$ cat config.mk
export PLATFORM = sky130hd
export DESIGN_NAME = mem_arbiter
export DESIGN_NICKNAME = d
export VERILOG_FILES = /design/src/rtl/mem_arb_pkg.sv /design/src/rtl/mem_arb_tag_pipe.sv /design/src/rtl/mem_arbiter.sv
export SDC_FILE = /design/constraint.sdc
export NUM_CORES = 1
export LEC_CHECK = 0
export ABC_AREA = 1
export BUFFER_PORTS_ARGS = -buffer_cell sky130_fd_sc_hd__buf_4
export CAP_MARGIN = 15
export CORE_ASPECT_RATIO = 0.7
export CORE_MARGIN = 4
export CORE_UTILIZATION = 30
export CTS_CLUSTER_DIAMETER = 80
export DETAILED_ROUTE_END_ITERATION = 10
export GPL_ROUTABILITY_DRIVEN = 0
export PLACE_DENSITY_LB_ADDON = 0.25
export SYNTH_ARGS = -nofsm -noshare
export SYNTH_HDL_FRONTEND = slang
export SYNTH_SLANG_ARGS = --single-unit
export TNS_END_PERCENT = 50
$ cat constraint.sdc
create_clock -name clk -period 1.25 [get_ports clk]
set_input_delay 0.375 -clock clk [delete_from_list [all_inputs] [get_ports clk]]
set_output_delay 0.375 -clock clk [all_outputs]
set_load 0.005 [all_outputs]
$ cat src/rtl/mem_arb_pkg.sv
// Shared types for the two-port memory arbiter: port index, read-return tag
// and the maximum supported memory latency.
package mem_arb_pkg;

  typedef logic port_t;

  typedef struct packed {
    logic  valid;
    port_t port;
  } tag_t;

  localparam int MEM_LAT_MAX = 4;

endpackage

$ cat src/rtl/mem_arb_tag_pipe.sv
// Latency-matched shift register of read-return tags; the last stage lines up
// with the cycle in which the memory presents the read data.
module mem_arb_tag_pipe
  import mem_arb_pkg::*;
#(
  parameter int DEPTH = 2
) (
  input  logic clk,
  input  logic rst_n,
  input  tag_t i_tag,
  output tag_t o_tag
);

  tag_t [DEPTH-1:0] r_tag;

  always_ff @(posedge clk or negedge rst_n) begin
    if (!rst_n) begin
      r_tag <= '0;
    end else begin
      r_tag <= {r_tag[DEPTH-2:0], i_tag};
    end
  end

  assign o_tag = r_tag[DEPTH-1];

endmodule

$ cat src/rtl/mem_arbiter.sv
// Two-port memory arbiter with registered issue and tagged read return.
// Define MEM_ARB_RR_EN for round-robin tie-breaking; otherwise port 0 wins ties.
module mem_arbiter
  import mem_arb_pkg::*;
#(
  parameter int ADDR_W  = 32,
  parameter int DATA_W  = 32,
  parameter int MEM_LAT = 1
) (
  input  logic              clk,
  input  logic              reset,
  input  logic              req0_i,
  input  logic              req1_i,
  input  logic              we0_i,
  input  logic              we1_i,
  input  logic [ADDR_W-1:0] addr0_i,
  input  logic [ADDR_W-1:0] addr1_i,
  input  logic [DATA_W-1:0] wdata0_i,
  input  logic [DATA_W-1:0] wdata1_i,
  output logic              gnt0_o,
  output logic              gnt1_o,
  output logic              rvalid0_o,
  output logic              rvalid1_o,
  output logic [DATA_W-1:0] rdata0_o,
  output logic [DATA_W-1:0] rdata1_o,
  output logic              mem_we_o,
  output logic [ADDR_W-1:0] mem_addr_o,
  output logic [DATA_W-1:0] mem_wdata_o,
  input  logic [DATA_W-1:0] mem_rdata_i
);

  localparam int TAG_DEPTH = ((MEM_LAT < MEM_LAT_MAX) ? MEM_LAT : MEM_LAT_MAX) + 1;

  logic  w_gnt0;
  logic  w_gnt1;
  logic  w_any;
  port_t w_sel;
  logic  w_we_sel;
  tag_t  w_tag_in;
  tag_t  w_tag_out;

`ifdef MEM_ARB_RR_EN
  // Last-granted port; resets to 1 so port 0 takes the first tie.
  port_t r_last;

  always_comb begin
    w_gnt0 = 1'b0;
    w_gnt1 = 1'b0;
    if (reset) begin
      if (req0_i && req1_i) begin
        w_gnt0 = (r_last == 1'b1);
        w_gnt1 = (r_last == 1'b0);
      end else begin
        w_gnt0 = req0_i;
        w_gnt1 = req1_i;
      end
    end
  end

  always_ff @(posedge clk or negedge reset) begin
    if (!reset) begin
      r_last <= 1'b1;
    end else if (w_any) begin
      r_last <= w_sel;
    end
  end
`else
  always_comb begin
    w_gnt0 = reset & req0_i;
    w_gnt1 = reset & req1_i & ~req0_i;
  end
`endif

  assign gnt0_o   = w_gnt0;
  assign gnt1_o   = w_gnt1;
  assign w_any    = w_gnt0 | w_gnt1;
  assign w_sel    = w_gnt1;
  assign w_we_sel = w_sel ? we1_i : we0_i;

  // Issue stage: address/data hold when idle, only the write strobe drops.
  always_ff @(posedge clk or negedge reset) begin
    if (!reset) begin
      mem_we_o    <= 1'b0;
      mem_addr_o  <= '0;
      mem_wdata_o <= '0;
    end else begin
      mem_we_o <= w_any & w_we_sel;
      if (w_any) begin
        mem_addr_o  <= w_sel ? addr1_i  : addr0_i;
        mem_wdata_o <= w_sel ? wdata1_i : wdata0_i;
      end
    end
  end

  always_comb begin
    w_tag_in       = '0;
    w_tag_in.valid = w_any & ~w_we_sel;
    w_tag_in.port  = w_sel;
  end

  mem_arb_tag_pipe #(
    .DEPTH (TAG_DEPTH)
  ) u_tag_pipe (
    .clk   (clk),
    .rst_n (reset),
    .i_tag (w_tag_in),
    .o_tag (w_tag_out)
  );

  assign rvalid0_o = w_tag_out.valid & (w_tag_out.port == 1'b0);
  assign rvalid1_o = w_tag_out.valid & (w_tag_out.port == 1'b1);
  assign rdata0_o  = rvalid0_o ? mem_rdata_i : '0;
  assign rdata1_o  = rvalid1_o ? mem_rdata_i : '0;

endmodule

==> results.json, run 1 <==
{
  "fmax_mhz": 596,
  "max_stage_delay_ps": 350,
  "critPathCaptureType": "output port",
  "setup_violations": 67,
  "first_pass_iters": 4,
  "worstPathArrival_ps": 1300,
  "nets": 944,
  "totalPowerFinal_mw": 6.87,
  "grt_pass1_vias": 4506,
  "clockBufferDepth": 2,
  "finalInstanceArea_mm2": 0.00649,
  "final.setup_skew_ps": 1.65,
  "power_density_mw_per_mm2": 1060,
  "syn-instance-count": 477,
  "start_kind": "flop",
  "grt_pass1_wl_mm": 22.3,
  "ys_types": 12,
  "crit_path_top_delay_cell": "dfrtp_1",
  "slew_violations": 0,
  "timing.final.ws_setup_ps": -429,
  "dpl_cell_area_mm2": 0.00593,
  "synth_area_leaders": "dfrtp_1 50%, nand3_1 19%, nand2_1 15%",
  "antenna_found_initial": 0,
  "syn_nets": 643,
  "synth_edf_count": 0,
  "synth_commonest_cells": "136 x nand2_1, 129 x nand3_1, 69 x dfrtp_1",
  "core_mm2": 0.0112,
  "hold_path_class": "primary input to asynchronous set/reset pin",
  "cts_tree": "done",
  "seq_area_frac_synth_pct": 49.5,
  "cts_max_level": 3,
  "synth_seq_cells": 69,
  "std_cell_rows": 32,
  "hpwl_mm": 11.4,
  "syn-cell-area_mm2": 0.00349,
  "insertedDiodeCount": 0,
  "cp.required_ps": 880,
  "min_period_over_period_pct": 134,
  "slew_headroom_pct": 65.7,
  "grt.overflow.total": 0,
  "vias": 4392,
  "whs_ps": 166,
  "power.leakage_nw": 3.58,
  "ant_nets": 0,
  "crit_type": "flop to output port",
  "grt_max_degree": 42,
  "cts_buffers": 9,
  "worstMarginPinSlew_ps": 515,
  "syn_to_final_growth_pct": 86.3,
  "drive_gt1_share_pct": 47.1,
  "initial_core_util_pct": 31.2,
  "outcome": "finished with violations",
  "async_flop_share_pct": 100,
  "maxCapViolCount": 0,
  "wirelength_mm": 14.7,
  "peakVddDrop_uv": 631,
  "chipWidth_um": 137,
  "rsz0062_at_grt": "yes",
  "fp.dieH_um": 98.2,
  "synth_ff_type": "dfrtp_1",
  "drt_iter0_drc": 146,
  "n_fill_cell": 1002,
  "min_period_ps": 1680,
  "avgSynthCellArea_um2": 7.31,
  "yosys.area.top_type": "dfrtp_1",
  "finish.utilization_pct": 58.1,
  "gr-usage-all-layers_pct": 20.8,
  "viasPerCell": 4.70,
  "finalHoldViolations": 0,
  "synth_top_area_share_pct": 49.5,
  "wl_per_cell_um": 15.8,
  "fp.dieArea_mm2": 0.0134,
  "pin_count": 299,
  "crit_chain": "inv_2, nor2_4, inv_4, buf_16, nor2_2, buf_4",
  "clock_latency_ps": 320,
  "path_clk_slew_ps": 60,
  "ctsRootBufferMaster": "clkbuf_16",
  "cp_max_fo": 16,
  "synth_most_common_cell": "nand2_1",
  "violations": "negative setup slack",
  "drcViolationCount": 0,
  "port_buffers": 298,
  "yosys_warnings": 0,
  "clock-sinks": 69
}
## flip-flops by register name, summed over array words and instances (netlist names)
register / count
mem_addr_o: 32
mem_wdata_o: 32
mem_we_o: 1
u_tag_pipe.o_tag: 2
u_tag_pipe.r_tag: 2
## final timing paths
kind / start / endpoint / slack [ps] / cells after the start
max: u_tag_pipe.o_tag[1]$_DFF_PN0_ / rdata0_o[29] / -430 / 6
min: reset / mem_wdata_o[2]$_DFFE_PN0P_ / 170 / 2
max reg2reg: mem_addr_o[26]$_DFFE_PN0P_ / mem_addr_o[26]$_DFFE_PN0P_ / 550 / 2
min reg2reg: u_tag_pipe.r_tag[1]$_DFF_PN0_ / u_tag_pipe.o_tag[1]$_DFF_PN0_ / 350 / 0
max in group asynchronous: reset / mem_wdata_o[23]$_DFFE_PN0P_ / 710 / 2
min in group clk: wdata1_i[2] / mem_wdata_o[2]$_DFFE_PN0P_ / 250 / 3
## what timing repair did
item | 4_1_cts | 5_1_grt
pin swaps | 1 | 0
setup endpoints to repair | 69 | 91
gates resized for setup | 33 | 34
hold endpoints to repair | 1 | 0
buffers inserted | 1 | 0
cloned | 2 | 0
hold buffers | 1 | 0
## stage by stage
stage / TNS [ps] / setup WS [ps] / cells
after floorplan: 0 / 8.85 / 477
after global placement: -4310 / -64.5 / 916
after detailed placement: -6890 / -133 / 916
after CTS: -25030 / -411 / 935
after global routing: -29100 / -509 / 935
final: -24200 / -429 / 935
## area by class of cell
type	instances	area (um2)	area share, %
clock inverter	5	52.6	0.809
clock buffer	10	229	3.53
multi-input combinational	335	1530	23.6
inverter	39	151	2.33
timing repair buffer	324	2610	40.2
tap	153	191	2.95
sequential	69	1730	26.6
## worst max-delay path, delay by kind of cell, from the launching register on
kind          cells  cell delay [ps]
buf+inv           4              410
flops             1              350
simple gates      2              230
## where the power goes
group / switching, mW / internal, mW
Clock: 0.921 / 1.52
Combinational: 0.718 / 1.03
Sequential: 0.176 / 2.50
Total: 1.82 / 5.05
## logic make-up after synthesis
kind of cell,synth area share (%)
and+or+nand+nor,40.8
DFF,49.5
buffers and inverters,9.62
## routing by layer
metal	up-vias	global-route usage, %	share of wire (%)
li1	2101	-	-
met4	0	6.83	2.3
met3	22	7.00	9.9
met2	200	38.7	53
met5	-	0	0
met1	2069	21.9	35
## placed cells by master (no fill, tap or decap)
cell             n
buf_12           2
buf_16           2
buf_4          289
buf_6           30
bufinv_16        1
clkbuf_1         1
clkbuf_16        9
clkinv_2         3
clkinvlp_4       1
dfrtp_1         69
dlygate4sd3_1    1
inv_1           36
inv_2            1
inv_4            2
nand2_1        134
nand2_2          2
nand3_1        129
nand4_1          1
nor2_1          43
nor2_2          18
nor2_4           8
(Power assumes the default switching activity.)
==> inputs of run 2 (changes only) <==
BUFFER_PORTS_ARGS = unset   (was -buffer_cell sky130_fd_sc_hd__buf_4)
DONT_BUFFER_PORTS = 1   (was unset)
==> run 2 against run 1 <==
The flow finishes with violations (negative hold slack, negative setup slack). Cell count down 31%. Sequential power up 2%. Non-clock buffer count down 292. Combinational power down 62%. Die area unchanged. Register-to-register slack worse by 30 ps. Flip-flop and latch count unchanged. Clock skew down 0.58 ps. Clock power down 7%. First-iteration DRC count up 27%. Wire length down 19%. Maximum frequency up 5.7%. Critical path type unchanged. Largest cell class is now registers.
==> results.json, run 2 (synthesis gave the netlist of run 1 again) <==
{
  "outcome": "finished with violations",
  "violations": "negative hold slack, negative setup slack",
  "finalHoldViolations": 69,
  "cts_tree": "done",
  "setup_violations": 66,
  "drcViolationCount": 0,
  "power_density_mw_per_mm2": 1370,
  "slew_headroom_pct": 84.2,
  "crit_type": "flop to output port",
  "fp.dieArea_mm2": 0.0134,
  "clock_latency_ps": 320,
  "grt_pass1_vias": 3121,
  "crit_path_top_delay_cell": "dfrtp_1",
  "core_mm2": 0.0112,
  "critical_path_depth": 5,
  "chipWidth_um": 137,
  "hpwl_mm": 9.21,
  "cp_max_fo": 11,
  "worstPathArrival_ps": 1210,
  "path_clk_slew_ps": 50,
  "first_pass_iters": 4,
  "crit_chain": "nor2_2, inv_2, buf_6, nor2_2, buf_4",
  "n_fill_cell": 1151,
  "tns_ps": -18890,
  "vias": 3340,
  "min_period_over_period_pct": 127,
  "dp_cells": 627,
  "max_stage_delay_ps": 380,
  "layout.cells.non_filler": 643,
  "slew_violations": 0,
  "drt_iter0_drc": 185,
  "grt_use_met1_pct": 17.4,
  "totalPowerFinal_mw": 5.69,
  "wl_per_cell_um": 18.6,
  "final.setup_skew_ps": 1.07,
  "hold_path_class": "primary input to asynchronous set/reset pin",
  "maxCapViolCount": 0,
  "rsz0062_at_grt": "yes",
  "nets": 652,
  "syn_to_final_growth_pct": 19.3,
  "std_cell_rows": 32,
  "top_regs": "mem_addr_o (32), mem_wdata_o (32)",
  "drive_gt1_share_pct": 15.1,
  "multi_input_area_mm2": 0.00150,
  "port_buffers": 0,
  "cp.required_ps": 880,
  "insertedDiodeCount": 0,
  "final_common_cell": "nand2_1",
  "busiest_layer": "met2",
  "whs_ps": -252,
  "most-common-layout-cells": "134 x nand2_1, 129 x nand3_1, 69 x dfrtp_1",
  "ant_nets": 0,
  "cts_max_level": 3,
  "pin_count": 299,
  "critPathCaptureType": "output port",
  "path_buf_inv": 3,
  "fmax_mhz": 630,
  "grt.overflow.total": 0,
  "start_kind": "flop",
  "viasPerCell": 5.19,
  "dp_slack_ps": -31.1,
  "gr-usage-all-layers_pct": 16.6,
  "min_period_ps": 1590,
  "grt_max_degree": 74,
  "worstMarginPinSlew_ps": 237,
  "initial_core_util_pct": 31.2,
  "antenna_found_initial": 0,
  "grt_pass1_wl_mm": 17.4,
  "wirelength_mm": 12.0,
  "cpMostUsedCell": "nor2_2",
  "power.leakage_nw": 2.09,
  "grtUsageMet3_pct": 6.80,
  "regArea_mm2": 0.00173,
  "path_delay_family": "flip-flops",
  "cts_buffers": 9,
  "worst-r2r-cell-count": 2,
  "timing.final.ws_setup_ps": -338,
  "fp.dieH_um": 98.2,
  "grtUsageMet2_pct": 30.9,
  "ctsRootBufferMaster": "clkbuf_16",
  "clock-sinks": 69,
  "clockBufferDepth": 2,
  "peakVddDrop_uv": 726
}
[run 2: changes by cell type in the layout (fill, tap and decap cells not counted), sizes merged]
cell         before  now
clkinv            3    2
dlygate4sd3       1    0
clkbuf           10   11
clkinvlp          1    2
buf             323   32
bufinv            1    0
[run 2: area by class of cell]
type | instances | area share, %
clock buffers | 11 | 5.84
clock inverters | 4 | 0.602
inverters | 39 | 3.52
multi-input cells | 335 | 36.0
flip-flops and latches | 69 | 41.5
well taps | 153 | 4.60
repair buffers | 32 | 7.94
[run 2: timing repair]
item / in CTS / in global routing
gates resized for setup: 26 / 2
setup buffers: 1 / 0
endpoints found under the setup margin: 66 / 66
hold endpoints to repair: 69 / 69
gates cloned: 0 / 0
pin swaps: 1 / 1
[run 2: worst register-to-register path: stages (launching register included)]
cell and delay (ps):
dfrtp_1 410, nand3_1 100, nand3_1 100
[run 2: worst paths after layout]
kind                                                  to                           from  slack (ps)
setup / recovery                            rdata0_o[14]  u_tag_pipe.o_tag[0]$_DFF_PN0_        -340
hold / removal                mem_addr_o[28]$_DFFE_PN0P_                          reset        -250
setup reg to reg              mem_addr_o[25]$_DFFE_PN0P_     mem_addr_o[25]$_DFFE_PN0P_         520
hold reg to reg            u_tag_pipe.o_tag[0]$_DFF_PN0_  u_tag_pipe.r_tag[0]$_DFF_PN0_         350
max in group asynchronous  u_tag_pipe.r_tag[1]$_DFF_PN0_                          reset        1390
min in group clk              mem_addr_o[17]$_DFFE_PN0P_                    addr1_i[17]         170
[run 2: metrics by stage]
stage | cell area (um2) | hold WS [ps] | util [%]
finish | 4160 | -252 | 37.2
global route | 4160 | -279 | 37.2
CTS | 4150 | -277 | 37.2
detailed placement | 3810 | 81.6 | 34.1
global placement | 3810 | 82.0 | 34.1
floorplan | 3490 | 79.4 | -
[run 2: power breakdown]
group          switching [mW]  leakage, nW  total (mW)  internal, mW
registers               0.241        0.867        2.74          2.50
clock network           0.903        0.127        2.28          1.38
logic                   0.395         1.10       0.663         0.268
total                    1.54         2.09        5.69          4.15
[run 2: routing by layer]
metal	vias up	routed length (um)
li1	1516	-
met1	1619	4160
met2	194	6400
met3	11	1290
met4	0	120
met5	-	0
==> inputs of run 3 (changes only) <==
--- a/config.mk
+++ b/config.mk
@@ -7,5 +7,5 @@
 export LEC_CHECK = 0
 export ABC_AREA = 1
-export CAP_MARGIN = 15
+export CAP_MARGIN = 20
 export CORE_ASPECT_RATIO = 0.7
 export CORE_MARGIN = 4
==> constraint.sdc (replaced) <==
create_clock -name clk -period 1.25 [get_ports clk]
set_input_delay 0.125 -clock clk [delete_from_list [all_inputs] [get_ports clk]]
set_output_delay 0.125 -clock clk [all_outputs]
set_load 0.005 [all_outputs]
==> run 3 against run 2 <==
The run now fails in clock tree synthesis. Synthesized cell count is the same. Synthesized area stayed put.
==> results.json, run 3 <==
{
  "outcome": "did not finish",
  "haltStage": "clock tree synthesis",
  "error": "[ERROR RSZ-0060] Max buffer count reached.",
  "yosys_warnings": 0,
  "cts_buffers": 9,
  "synth_seq_cells": 69,
  "synth_edf_count": 0,
  "yosys.area.top_type": "dfrtp_1",
  "cts_max_level": 3,
  "hpwl_mm": 8.85,
  "synth_top_area_share_pct": 49.5,
  "synth_commonest_cells": "136 x nand2_1, 129 x nand3_1, 69 x dfrtp_1",
  "clockBufferDepth": 2,
  "port_buffers": 0,
  "fp.dieH_um": 98.2,
  "dp_cells": 627,
  "synth_area_leaders": "dfrtp_1 50%, nand3_1 19%, nand2_1 15%",
  "dpl_cell_area_mm2": 0.00379,
  "ys_types": 12,
  "syn-instance-count": 477,
  "pin_count": 299,
  "clock-sinks": 69,
  "synth_ff_type": "dfrtp_1",
  "syn_nets": 643,
  "cts_setup_buffers": 2,
  "seq_area_frac_synth_pct": 49.5,
  "ctsRootBufferMaster": "clkbuf_16",
  "chipWidth_um": 137,
  "syn-cell-area_mm2": 0.00349,
  "async_flop_share_pct": 100,
  "std_cell_rows": 32,
  "cts_resized": 64,
  "cts_hold_buf": 130,
  "avgSynthCellArea_um2": 7.31,
  "initial_core_util_pct": 31.2,
  "synth_most_common_cell": "nand2_1"
}
## run 3: per-stage QoR
step,setup slack (ps),hold slack [ps]
after detailed placement,169,-169
after global placement,174,-168
after floorplan,202,-171
## run 3: logic make-up after synthesis
group	count (synthesis)	synth area share [%]
flops	69	49.5
simple gates	335	40.8
buf+inv	73	9.62
==> inputs of run 4 (changes only) <==
CORE_ASPECT_RATIO = unset   (was 0.7)
CORE_UTILIZATION = 20   (was 30)
CTS_CLUSTER_DIAMETER = unset   (was 80)
PLACE_DENSITY_LB_ADDON = 0.15   (was 0.25)
clock period = 1.6 ns   (was 1.25 ns; I/O delays follow)
==> run 4 against run 3 <==
The flow now finishes, with violations (negative hold slack).
==> results.json, run 4 (synthesis gave the netlist of run 1 again) <==
{
  "slew_headroom_pct": 68.5,
  "final.setup_skew_ps": 0.256,
  "worstMarginPinSlew_ps": 472,
  "viasPerCell": 4.54,
  "tns_ps": 0,
  "std_cell_rows": 48,
  "hold_path_class": "primary input to asynchronous set/reset pin",
  "wl_per_cell_um": 15.8,
  "cpMostUsedCell": "buf_4",
  "initial_core_util_pct": 20.3,
  "fmax_mhz": 675,
  "grt_max_degree": 74,
  "rsz0062_at_grt": "no",
  "clock_latency_ps": 330,
  "min_period_over_period_pct": 92.6,
  "gr-usage-all-layers_pct": 12.9,
  "min_period_ps": 1480,
  "fp.dieH_um": 140,
  "port_buffers": 0,
  "finish.utilization_pct": 31.2,
  "hpwl_mm": 9.41,
  "most-common-layout-cells": "134 x nand2_1, 130 x dlygate4sd3_1, 129 x nand3_1",
  "cp.required_ps": 1440,
  "drive_gt1_share_pct": 6.12,
  "finalInstanceArea_mm2": 0.00536,
  "slew_violations": 0,
  "wirelength_mm": 13.1,
  "max_stage_delay_ps": 390,
  "clock-sinks": 69,
  "power_density_mw_per_mm2": 937,
  "grt_pass1_wl_mm": 20.2,
  "peakVddDrop_uv": 421,
  "antenna_found_initial": 0,
  "ant_nets": 0,
  "dp_slack_ps": 419,
  "path_clk_slew_ps": 60,
  "drcViolationCount": 0,
  "cp_max_fo": 33,
  "drt_iter0_drc": 129,
  "timing.final.ws_setup_ps": 119,
  "r2r_slack_ps": 340,
  "setup_violations": 0,
  "start_kind": "flop",
  "first_pass_iters": 4,
  "critPathCaptureType": "output port",
  "path_buf_inv": 2,
  "core_mm2": 0.0172,
  "insertedDiodeCount": 0,
  "crit_type": "flop to output port",
  "cts_hold_buf": 130,
  "maxCapViolCount": 0,
  "crit_chain": "nand2_1, buf_4, nor2_1, buf_4",
  "layout.cells.non_filler": 830,
  "grt.overflow.total": 0,
  "whs_ps": -482,
  "clockBufferDepth": 2,
  "cts_buffers": 9,
  "fp.dieArea_mm2": 0.0196,
  "ctsRootBufferMaster": "clkbuf_16",
  "dpl_cell_area_mm2": 0.00376,
  "finalHoldViolations": 69,
  "top_regs": "mem_addr_o (32), mem_wdata_o (32)",
  "power.leakage_nw": 2.62,
  "worstPathArrival_ps": 1320,
  "path_delay_family": "buffers and inverters",
  "cts_max_level": 3,
  "chipWidth_um": 140,
  "outcome": "finished with violations",
  "dp_cells": 684,
  "cts_tree": "done",
  "grt_pass1_vias": 3884,
  "violations": "negative hold slack",
  "vias": 3771,
  "nets": 766,
  "pin_count": 299,
  "final_common_cell": "nand2_1",
  "syn_to_final_growth_pct": 53.7,
  "crit_path_top_delay_cell": "dfrtp_1"
}
run 4: metrics by stage:
stage | total power [mW] | hold WS, ps
6_report | 5.02 | -482
5_1_grt | 5.29 | -511
4_1_cts | 5.08 | -501
3_5_place_dp | 2.67 | -133
3_3_place_gp | 2.67 | -133
2_1_floorplan | 2.49 | -136
run 4: report_power, final:
| part | internal, mW | leakage (nW) | total [mW] | switching [mW] |
|---|---|---|---|---|
| combinational | 0.538 | 1.61 | 0.902 | 0.364 |
| clock | 1.20 | 0.145 | 1.97 | 0.768 |
| sequential | 1.96 | 0.867 | 2.15 | 0.197 |
run 4: what timing repair did:
item,in CTS,in global routing
buffers inserted,0,0
gates resized for setup,0,2
setup endpoints to repair,0,3
hold endpoints to repair,135,69
run 4: final timing paths:
kind	startpoint	endpoint	cells after the start
max	u_tag_pipe.o_tag[0]$_DFF_PN0_	rdata1_o[7]	4
min	reset	mem_addr_o[25]$_DFFE_PN0P_	0
max reg2reg	mem_addr_o[31]$_DFFE_PN0P_	mem_addr_o[31]$_DFFE_PN0P_	3
min reg2reg	u_tag_pipe.r_tag[0]$_DFF_PN0_	u_tag_pipe.o_tag[0]$_DFF_PN0_	0
max in group asynchronous	reset	mem_wdata_o[29]$_DFFE_PN0P_	0
min in group clk	we0_i	mem_we_o$_DFF_PN0_	4
run 4: worst reg2reg max path: cells and delay by family (launching register included):
kind,cells,cell delay [ps]
flip-flops,1,410
buffers and inverters,1,560
AND/OR/NAND/NOR,2,180
run 4: cell type report:
type / count / area, um2
inverters: 39 / 146
multi-input cells: 335 / 1440
fillers: 1798 / 11800
clock buffers: 9 / 225
well taps: 225 / 282
clock inverters: 7 / 66.3
repair buffers: 146 / 1480
flip-flops and latches: 69 / 1730
run 4: per-layer routing:
layer	wire length, um	track usage [%]
met5	0	0
met4	309	5.05
met2	6810	23.8
met1	4780	13.4
met3	1250	4.54
